<file path="src/rtl/dmio_pkg.sv">
// dmio_pkg: shared LSU state, size encodings and DMIO constants
package dmio_pkg;
  typedef enum logic [2:0] {IDLE, RD, WR, ERR, RESP} lsu_state_t;
  localparam logic [1:0] SZ_B = 2'd0;
  localparam logic [1:0] SZ_H = 2'd1;
  localparam logic [1:0] SZ_W = 2'd2;
  localparam logic [1:0] SZ_D = 2'd3;
  localparam logic [63:0] IO_BASE = 64'h1000;
  function automatic logic misaligned(input logic [1:0] size, input logic [2:0] off);
    return size == SZ_H ? off[0] : size == SZ_W ? |off[1:0] : size == SZ_D ? |off : 1'b0;
  endfunction
  function automatic logic [63:0] size_mask(input logic [1:0] size);
    return size == SZ_B ? 64'hFF : size == SZ_H ? 64'hFFFF : size == SZ_W ? 64'hFFFF_FFFF : '1;
  endfunction
endpackage

</file>
<file path="src/rtl/dmio_lane_align.sv">
// dmio_lane_align: byte-lane extract/extend for loads and merge for sub-double stores
module dmio_lane_align
  import dmio_pkg::*;
(
  input  logic [2:0]  off,
  input  logic [1:0]  size,
  input  logic        sgn,
  input  logic [63:0] rdata,
  input  logic [63:0] wdata,
  output logic [63:0] ext,
  output logic [63:0] merged
);
  logic [5:0]  lane;
  logic [63:0] sh;
  logic [63:0] m;
  logic        sb;
  always_comb begin
    lane   = {off, 3'b000};
    sh     = rdata >> lane;
    m      = size_mask(size);
    sb     = sgn & (size == SZ_B ? sh[7] : size == SZ_H ? sh[15] : sh[31]);
    ext    = size == SZ_D ? sh : (sh & m) | ({64{sb}} & ~m);
    merged = (rdata & ~(m << lane)) | ((wdata & m) << lane);
  end
endmodule

</file>
<file path="src/rtl/dmio_lsu.sv">
// dmio_lsu: load/store initiator for DMIO; sub-double stores are read-modify-write
module dmio_lsu
  import dmio_pkg::*;
#(
  parameter int ADDR_W = 64,
  parameter int DATA_W = 64,
  parameter int RD_LAT = 1
) (
  input  logic              clk,
  input  logic              reset,
  input  logic              req_valid,
  output logic              req_ready,
  input  logic              req_write,
  input  logic [1:0]        req_size,
  input  logic              req_signed,
  input  logic [ADDR_W-1:0] req_addr,
  input  logic [DATA_W-1:0] req_wdata,
  output logic              resp_valid,
  input  logic              resp_ready,
  output logic [DATA_W-1:0] resp_rdata,
  output logic              resp_err,
  output logic [ADDR_W-1:0] address,
  output logic [DATA_W-1:0] data_write,
  output logic              enable_write,
  input  logic [DATA_W-1:0] data_read
);
  lsu_state_t        state, state_n, route;
  logic              accept;
  logic [1:0]        cnt;
  logic              wr_q;
  logic [1:0]        sz_q;
  logic              sgn_q;
  logic [2:0]        off_q;
  logic [DATA_W-1:0] wdata_q;
  logic [DATA_W-1:0] ext;
  logic [DATA_W-1:0] merged;

  dmio_lane_align u_align (
    .off    (off_q),
    .size   (sz_q),
    .sgn    (sgn_q),
    .rdata  (data_read),
    .wdata  (wdata_q),
    .ext    (ext),
    .merged (merged)
  );

  assign req_ready    = state == IDLE;
  assign resp_valid   = state == RESP;
  assign enable_write = state == WR;
  assign accept       = req_valid && req_ready;

  // An error needs no DMIO cycle, so ERR folds straight into RESP on acceptance
  always_comb begin
    route   = misaligned(req_size, req_addr[2:0]) ? ERR : (req_write && req_size == SZ_D) ? WR : RD;
    state_n = state == IDLE ? (accept ? (route == ERR ? RESP : route) : IDLE) :
              state == RD   ? (cnt == 2'd0 ? (wr_q ? WR : RESP) : RD) :
              state == RESP ? (resp_ready ? IDLE : RESP) :
              state == WR || state == ERR ? RESP : IDLE;
  end

  always_ff @(posedge clk or posedge reset)
    if (reset) state <= IDLE;
    else state <= state_n;

  always_ff @(posedge clk or posedge reset) begin
    if (reset) begin
      cnt        <= '0;
      wr_q       <= 1'b0;
      sz_q       <= SZ_B;
      sgn_q      <= 1'b0;
      off_q      <= '0;
      wdata_q    <= '0;
      address    <= '0;
      data_write <= '0;
      resp_rdata <= '0;
      resp_err   <= 1'b0;
    end else begin
      if (accept) begin
        cnt        <= 2'(RD_LAT);
        wr_q       <= req_write;
        sz_q       <= req_size;
        sgn_q      <= req_signed;
        off_q      <= req_addr[2:0];
        wdata_q    <= req_wdata;
        resp_err   <= route == ERR;
        resp_rdata <= '0;
        if (route != ERR) address <= {req_addr[ADDR_W-1:3], 3'b000};
        if (route == WR) data_write <= req_wdata;
      end
      if (state == RD) begin
        if (cnt != 2'd0) cnt <= cnt - 2'd1;
        else if (wr_q) data_write <= merged;
        else resp_rdata <= ext;
      end
    end
  end
endmodule

</file>
<file path="config.mk">
export PLATFORM = sky130hd
export DESIGN_NAME = dmio_lsu
export DESIGN_NICKNAME = d
export VERILOG_FILES = /design/src/rtl/dmio_pkg.sv /design/src/rtl/dmio_lane_align.sv /design/src/rtl/dmio_lsu.sv
export SDC_FILE = /design/constraint.sdc
export NUM_CORES = 1
export LEC_CHECK = 0
export ABC_CLOCK_PERIOD_IN_PS = 9800
export CAP_MARGIN = 20
export CORE_MARGIN = 2
export CORE_UTILIZATION = 45
export DETAILED_ROUTE_END_ITERATION = 10
export PLACE_DENSITY = 0.85
export SETUP_SLACK_MARGIN = 0.4
export SYNTH_ARGS = -nofsm -noshare
export SYNTH_HDL_FRONTEND = slang
export SYNTH_HIERARCHICAL = 1
export SYNTH_SLANG_ARGS = --single-unit
</file>
<file path="constraint.sdc">
create_clock -name clk -period 9.8 [get_ports clk]
set_clock_uncertainty 0.2 [all_clocks]
set_input_delay 1.96 -clock clk [delete_from_list [all_inputs] [get_ports clk]]
set_output_delay 1.96 -clock clk [all_outputs]
set_load 0.005 [all_outputs]
</file>
==> results of run 1 <==
[routing by layer]
| layer | up-vias | share of wire | wire (um) | global-route usage |
|---|---|---|---|---|
| met5 | - | 0 | 0 | 0 |
| met4 | 0 | 0.046 | 2950 | 0.141 |
| met3 | 205 | 0.11 | 6890 | 0.0717 |
| met2 | 1082 | 0.46 | 28900 | 0.489 |
| met1 | 7892 | 0.39 | 24700 | 0.433 |
| li1 | 7025 | - | - | - |
[per-stage QoR]
step | util | cell area (um^2) | hold WS (ns)
2_1_floorplan | - | 16800 | 0.241
3_3_place_gp | 0.558 | 20400 | 0.270
3_5_place_dp | 0.559 | 20500 | 0.262
4_1_cts | 0.586 | 21400 | 0.277
5_1_grt | 0.586 | 21500 | 0.301
6_report | 0.587 | 21500 | 0.276
[critical path, delay by kind of cell]
kind,cells,cell delay (ns)
buffers and inverters,2,1.39
AO/OA/AOI/OAI,2,0.45
AND/OR/NAND/NOR,1,0.91
[cell usage in the layout, fill, tap and decap left out, types with 8 or more instances in the layout]
master / instances
sky130_fd_sc_hd__a21oi_1: 21
sky130_fd_sc_hd__a221o_1: 17
sky130_fd_sc_hd__a22o_1: 15
sky130_fd_sc_hd__a22oi_1: 37
sky130_fd_sc_hd__a31oi_1: 71
sky130_fd_sc_hd__and2_1: 12
sky130_fd_sc_hd__and3b_1: 8
sky130_fd_sc_hd__buf_4: 21
sky130_fd_sc_hd__clkbuf_16: 29
sky130_fd_sc_hd__clkbuf_8: 10
sky130_fd_sc_hd__clkdlybuf4s50_1: 392
sky130_fd_sc_hd__dfrtp_1: 263
sky130_fd_sc_hd__inv_1: 68
sky130_fd_sc_hd__mux2_2: 82
sky130_fd_sc_hd__mux2i_1: 135
sky130_fd_sc_hd__mux4_2: 26
sky130_fd_sc_hd__nand2_1: 365
sky130_fd_sc_hd__nand3_1: 11
sky130_fd_sc_hd__nand4_1: 97
sky130_fd_sc_hd__nor2_1: 25
sky130_fd_sc_hd__nor2b_1: 14
sky130_fd_sc_hd__nor3_1: 72
sky130_fd_sc_hd__o211ai_1: 17
sky130_fd_sc_hd__o21ai_0: 58
sky130_fd_sc_hd__o21ai_1: 17
sky130_fd_sc_hd__o31ai_1: 65
[kinds of logic (layout without fill, tap and decap cells)]
kind of cell,count (synthesis),after routing
multiplexers,259,259
other,1,6
AO/OA/AOI/OAI,362,362
flip-flops,266,266
buffers and inverters,251,538
AND/OR/NAND/NOR,646,646
[final cells by class]
class,instances,area (um^2)
Multi-Input combinational cell,1270,8820
Clock inverter,11,124
Sequential cell,266,6670
Fill cell,3125,15100
Inverter,70,267
Antenna cell,3,7.51
Timing Repair Buffer,416,4140
Tap cell,468,586
Clock buffer,41,871
[worst paths after layout]
path | from | end | slack, ns | cells after the start
max | req_valid | data_write[38] | 5.31 | 5
min | wdata_q[63] | wdata_q[63] | 0.28 | 2
max reg2reg | off_q[2] | data_write[44] | 5.84 | 7
min reg2reg | wdata_q[63] | wdata_q[63] | 0.28 | 2
max in group asynchronous | reset | data_write[49] | 6.25 | 3
min in group asynchronous | reset | resp_rdata[15] | 1.69 | 2
[registers in the layout (all words and copies together) (netlist names)]
signal	cells
resp_err	1
wdata_q	64
resp_rdata	64
state	3
off_q	3
wr_q	1
sz_q	2
sgn_q	1
cnt	2
address	61
data_write	64
[power groups by stage]
stage | Combinational [W] | Clock (W) | Sequential (W)
after floorplan | 0.00233 | 0 | 0.00185
after global placement | 0.00345 | 0 | 0.00203
after detailed placement | 0.00353 | 0 | 0.00205
after CTS | 0.00354 | 0.00115 | 0.00204
after global routing | 0.00384 | 0.00120 | 0.00211
final | 0.00360 | 0.00114 | 0.00207
==> results by stage, run 1 <==
Yosys:
- The mux contribution to synthesized area is 0.186.
- The commonest cells after synthesis are 365 x sky130_fd_sc_hd__nand2_1, 266 x sky130_fd_sc_hd__dfrtp_1, 135 x sky130_fd_sc_hd__mux2i_1.
- The compound-gate portion of the synthesized area is 0.155.
- Among all cell types in the netlist, the one instantiated most often is sky130_fd_sc_hd__nand2_1.
- A synthesized cell averages between 9 and 10 um^2.
- After synthesis, the largest family of logic cells by area is multiplexers.
- Of the total synthesized cell area, the portion taken by full adders, half adders and majority gates is 0.
- For this run, asynchronously set or reset flops after synthesis account for 1.00.
- The portion of the post-synthesis area used by sequential elements is 0.397.
- During synthesis, Yosys emitted a total of 6 warnings.
- Of all cell types, the one taking the most synthesized area is sky130_fd_sc_hd__dfrtp_1.
- In the post-synthesis netlist, the biggest area contributors are sky130_fd_sc_hd__dfrtp_1 40%, sky130_fd_sc_hd__nand2_1 8.2%, sky130_fd_sc_hd__mux2i_1 8.1%.
- Among all flip-flop cells after synthesis, the most frequent one is sky130_fd_sc_hd__dfrtp_1.
- The number of synthesized register bits is about 270.
- The synthesized design contains 0 enable-type register cells.
- The post-synthesis instance total is approximately 1,800.
- The distinct cell type count after synthesis is between 70 and 80.
- The post-synth design cell area is 16,700 um^2.
- The fraction of the mapped netlist area in simple logic gates is 0.183.
- Of the total synthesized cell area, the portion taken by XOR and XNOR cells is 0.
- The share of synthesized area in the top cell type comes to 0.397.

Critical path:
- The highest-delay cell along the critical path is sky130_fd_sc_hd__buf_4.
- The kind of launch point of the worst setup path is a primary input.
- The worst setup path is captured at a register.
- The critical path goes through clkdlybuf4s50_1 -> or4b_4 -> buf_4 -> o31ai_1 -> a31oi_1.
- The highest net fanout along the worst path is around 110.
- The critical path is of the primary input to register type.
- On the worst path, the slowest cell contributes a delay of roughly 0.94 ns.
- Data on the critical path arrives at its endpoint at 4.78 ns.
- STA puts the critical path data required time at just over 10 ns.

GRT:
- The via count of the first global-routing pass is approximately 16,000.
- For this run the aggregate overflow at the end of global routing stands at 0.
- Entering global routing, the biggest net connects 159 pins.
- The initial antenna violation count is 3.
- The total track usage is 0.319.
- The first global-routing pass estimated around 95,000 um of wire.

Run:
- Across the run, the number of max-cap violations was 0.

Clocking:
- The worst-skew pair later-pin latency is just under 0.6 ns.
- The CTS tree is built.
- Once the clock tree was built, the resizer swapped 0 gates to a different size.
- The clock sink total is 266.
- The post-CTS clock slew at the launch and capture registers of the worst setup and hold paths is roughly 0.06 ns.
- Once the clock tree was built, the setup fixing pass inserted 0 buffers.
- Buffers inserted to repair hold after CTS numbered 0.
- The cell sitting at the root of the clock tree is a sky130_fd_sc_hd__clkbuf_16.
- The number of buffers on the longest clock path is 3.
- CTS built an H-tree with a depth of 1.
- The total clock buffers created by CTS is 29.

STA:
- Dividing the final minimum period by the clock period gives 0.458.
- Setup slack closes at around 5.3 ns.
- In the final timing run, aggregate negative setup slack is 0 ns.
- Setup repair after global routing left no endpoint under its margin.
- The slew at the pin closest to its max-slew limit is ~1.1 ns.
- The post-layout minimum cycle time is 4.49 ns.
- The number of endpoints failing setup at the final stage is 0.
- In this run the tightest slew margin relative to its limit is 0.258.
- The number of hold violations in the final report came to 0.
- The highest clock frequency the design can meet is 0.223 GHz.
- The max-slew violation total from the final report is 0.

Layout:
- The ratio of cells with drive above 1 in the final layout is 0.106.
- The synthesis-to-finish area growth is 28.2%.
- Excluding fillers, the count of instances in the completed layout stands at between 2,000 and 3,000.
- At the end of the flow, the number of nets in the layout was between 2,000 and 2,500.

Placed design:
- The post-placement setup slack is roughly 4.7 ns.
- The number of placed instances with taps included is 2,489.
- The weighted congestion at the end of routability-driven global placement is 1.01.
- The post-DP HPWL is ~45,000 um.
- The quantity of I/O buffers inserted on ports is slightly below 400.

Floorplan:
- The initial utilization of the core area, before any placement, comes to 0.458.
- The floorplan has 70 rows.
- The die is ~200 um wide.
- The height of the chip is 197 um.
- The die covers roughly 39,000 um^2.
- During I/O placement, the number of pins put on the boundary was 396.
- The area of the placeable core is approximately 37,000 um^2.

Outcome:
- The run finished with clean final reports.

Routing:
- The final wirelength is between 60,000 and 70,000 um.
- The number of detailed-routing iterations run before antenna repair is 7.
- The antenna violation net count after detailed routing is 0.
- The detailed router placed ~16,000 vias in this run.
- Dividing the detail-routed via count by the number of cells gives around 6.4.
- In this run, the number of DRC markers left after iteration 0 of detailed routing was a little over 2,000.
- After detailed routing, the average wire length per cell comes to ~25 um.
- In the routed design, unresolved DRC markers number 0.

Power and ir drop:
- The completed layout was analyzed and its total power is about 0.0068 W.
- The part of the total power dissipated in the clock network is 0.168.
- The analysis attributes to cell leakage a power of 9.26 nW.
- The internal portion of the total power is just under 0.004 W.
- Power spread over the standard cell area amounts to about 320 nW/um^2.
- Of the total power, registers draw 0.304.
- The analysis attributes to net switching a power of slightly below 0.003 W.
- The worst supply voltage drop on vdd is approximately 0.16 mV.
- Of the total power, the share spent switching nets is 0.426.
- The combinational cell fraction of total power is 0.529.

Min path:
- The worst min-delay path category is register to register.
Note: power is estimated with default switching activity, not from simulation.
==> inputs of run 2 (changes only) <==
ABC_CLOCK_PERIOD_IN_PS = 4500   (was 9800)
PLACE_DENSITY = 0.82   (was 0.85)
clock period = 4.5 ns   (was 9.8 ns; I/O delays follow)
==> run 2 against run 1 <==
Against the previous run: sequential power increased by 120%; count of clock-buffer cells in the layout rose by 3; highest routed layer is now met5; largest power group unchanged; cell area rose by 0.95%; core utilization increased by 0.56 points; setup slack lost 4.1 ns.
==> results by stage, run 2 (synthesis results as in run 1) <==
Power and ir drop:
- The power per cell area was 691 nW/um^2 (was 317 nW/um^2).
- The worst supply voltage drop on vdd is 0.591 mV (was 0.155 mV).
- The combinational cell fraction of total power came to 0.527 (was 0.529).
- The portion of total power attributed to sequential cells came to 0.304 (about the same).
- The part of the total power dissipated in the clock network is 0.169 (was 0.168).
- The reported net switching power came to 0.00638 W (was 0.00290 W).
- The switching part of the total power was 0.426 (about the same).
- The cell-internal power was 0.00860 W (was 0.00391 W).
- The power after layout is 0.0150 W (was 0.00681 W).
- The static leakage power is 9.34 nW (was 9.26 nW).

Placed design:
- The weighted congestion at the end of routability-driven global placement is 0.969 (was 1.01).
- The area of placed instances is 20,600 um^2 (was 20,500 um^2).
- The post-DP HPWL is 46,600 um (was 45,400 um).
- The quantity of I/O buffers inserted on ports is 392 (unchanged).

STA:
- For the finished layout, the period the worst path requires is ~3.3 ns.
- Setup repair after global routing missed its margin: no (unchanged).
- The highest clock frequency the design can meet is ~0.3 GHz.
- The max-slew violation total from the final report is 0 (unchanged).
- The post-route clock period utilization is 0.742.
- The tightest hold margin came to 0.285 ns (was 0.276 ns).
- The aggregate negative setup slack was 0 ns (unchanged).
- The worst-case headroom to the max-slew limit is 0.286 (was 0.258).
- The number of endpoints failing setup at the final stage was 0 (unchanged).
- The number of hold violations in the final report is 0 (unchanged).
- The slew at the pin closest to its max-slew limit is 1.07 ns (was 1.11 ns).

GRT:
- The via count of the first global-routing pass was 15,500 (was 15,600).
- The initial antenna violation count is 2 (was 3).
- The pin count of the biggest net entering global routing is 136 (was 159).
- The total track usage was 0.323 (was 0.319).
- The global-route wire length before repair is 96,900 um (was 95,500 um).
- The global-route congestion overflow total came to 0 (unchanged).

Clocking:
- The worst-skew pair later-pin latency is 0.58 ns (about the same).
- The CTS tree is built (unchanged).
- The total clock buffers created by CTS was 30 (was 29).
- The clock tree root buffer cell is sky130_fd_sc_hd__clkbuf_16 (unchanged).
- The post-CTS clock slew at the launch and capture registers of the worst setup and hold paths was 0.06 ns (about the same).
- The number of buffers on the longest clock path is 3 (unchanged).
- The number of cells upsized or downsized after cts is 0 (unchanged).
- The clock sink total is 266 (unchanged).
- The number of levels in the clock H-tree was 1 (unchanged).
- The count of hold buffers inserted by post-cts repair is 0 (unchanged).
- The number of post-CTS setup repair buffers is 0 (unchanged).

Critical path:
- The required time of the worst setup path is 4.81 ns (was 10.10 ns).
- The kind of launch point of the worst setup path is a register (was primary input).
- The arrival time reported for the critical path endpoint is 3.64 ns (was 4.78 ns).
- The kind of capture point of the worst setup path is a register (unchanged).
- The highest net fanout along the worst path is 50 (was 105).
- The critical path class was register to register (was primary input to register).

Floorplan:
- The full die area is 38,800 um^2 (unchanged).
- The width of the chip is 197 um (unchanged).
- The height of the chip is 197 um (unchanged).
- The count of boundary I/O pins is 396 (unchanged).
- The area of the placeable core is 36,600 um^2 (unchanged).
- The effective utilization at floorplan is 0.458 (unchanged).
- The row count is 70 (unchanged).

Routing:
- The routed wire length per instance is 25.0 um (was 24.9 um).
- The final wirelength is 64,100 um (was 63,400 um).
- The count of routing violations after the opening detailed-route iteration is 2,007 (was 2,078).
- The number of detailed-routing iterations run before antenna repair is 8 (was 7).
- The remaining design rule violation count is 0 (unchanged).
- The number of vias after detailed routing was 16,200 (about the same).
- The antenna violation net count after detailed routing is 0 (unchanged).
- The via density per instance is 6.32 (was 6.37).

Outcome:
- Result of the run: completed (unchanged).

Layout:
- The ratio of cells with drive above 1 in the final layout was 0.111 (was 0.106).
- Registers with the highest flip-flop counts: data_write x64, resp_rdata x64, wdata_q x64 (unchanged).
- The synthesis-to-finish area growth is 29.4% (was 28.2%).
- The final design instance area without fill came to 21,700 um^2 (was 21,500 um^2).
- The number of nets in the final layout was 2,268 (was 2,253).
- Top library cells by usage in the layout, fill and taps aside: 392 x sky130_fd_sc_hd__clkdlybuf4s50_1, 365 x sky130_fd_sc_hd__nand2_1, 263 x sky130_fd_sc_hd__dfrtp_1 (unchanged).
- The commonest non-fill, non-tap cell in the layout is sky130_fd_sc_hd__clkdlybuf4s50_1 (unchanged).

Min path:
- The worst min-delay path category is register to register (unchanged).

Run:
- The max-cap check violation count is 0 (unchanged).
-- run 2: area by class of cell --
cell class | instances | area (um^2)
inverters | 70 | 267
diodes | 1 | 2.50
fillers | 3101 | 14900
flip-flops and latches | 266 | 6670
clock buffers | 44 | 873
clock inverters | 12 | 150
well taps | 468 | 586
multi-input cells | 1270 | 8820
repair buffers | 430 | 4320
-- run 2: stage by stage --
step / std cells / setup WS (ns) / util
6_report: 2561 / 1.16 / 0.592
3_5_place_dp: 2503 / 0.835 / 0.563
3_3_place_gp: 2502 / 0.943 / 0.563
4_1_cts: 2559 / 1.25 / 0.591
5_1_grt: 2560 / 0.925 / 0.592
2_1_floorplan: 1787 / -0.111 / -
-- run 2: worst max-delay path: stages (launching register included) --
cell and delay (ns):
sky130_fd_sc_hd__dfrtp_4 0.85, sky130_fd_sc_hd__buf_4 0.58, sky130_fd_sc_hd__mux2i_1 0.14, sky130_fd_sc_hd__a22oi_1 0.25
sky130_fd_sc_hd__nand3_1 0.45, sky130_fd_sc_hd__buf_12 0.35, sky130_fd_sc_hd__o211ai_1 0.18, sky130_fd_sc_hd__inv_1 0.09
sky130_fd_sc_hd__mux2i_1 0.12
-- run 2: power groups by stage --
stage | sequential, W | clock, W | combinational (W)
2_1_floorplan | 0.00402 | 0 | 0.00508
4_1_cts | 0.00450 | 0.00256 | 0.00778
3_5_place_dp | 0.00452 | 0 | 0.00775
5_1_grt | 0.00466 | 0.00266 | 0.00842
6_report | 0.00455 | 0.00253 | 0.00789
3_3_place_gp | 0.00448 | 0 | 0.00764
-- run 2: path summary, 6_finish.rpt --
check                      cells after the start   startpoint  slack [ns]        endpoint
min in group asynchronous                      2        reset        0.54  resp_rdata[20]
hold reg to reg                                2  wdata_q[62]        0.28     wdata_q[62]
setup reg to reg                               8     off_q[1]        1.16  resp_rdata[30]
max in group asynchronous                      3        reset        2.64     wdata_q[45]
hold / removal                                 2  wdata_q[62]        0.28     wdata_q[62]
setup / recovery                               8     off_q[1]        1.16  resp_rdata[30]
-- run 2: metal layers --
| metal | up-vias | wire, um | global-route usage |
|---|---|---|---|
| li1 | 7085 | - | - |
| met1 | 7882 | 25600 | 0.451 |
| met2 | 1025 | 29500 | 0.503 |
| met3 | 177 | 6260 | 0.0558 |
| met4 | 4 | 2570 | 0.121 |
| met5 | - | 83 | 0.0140 |
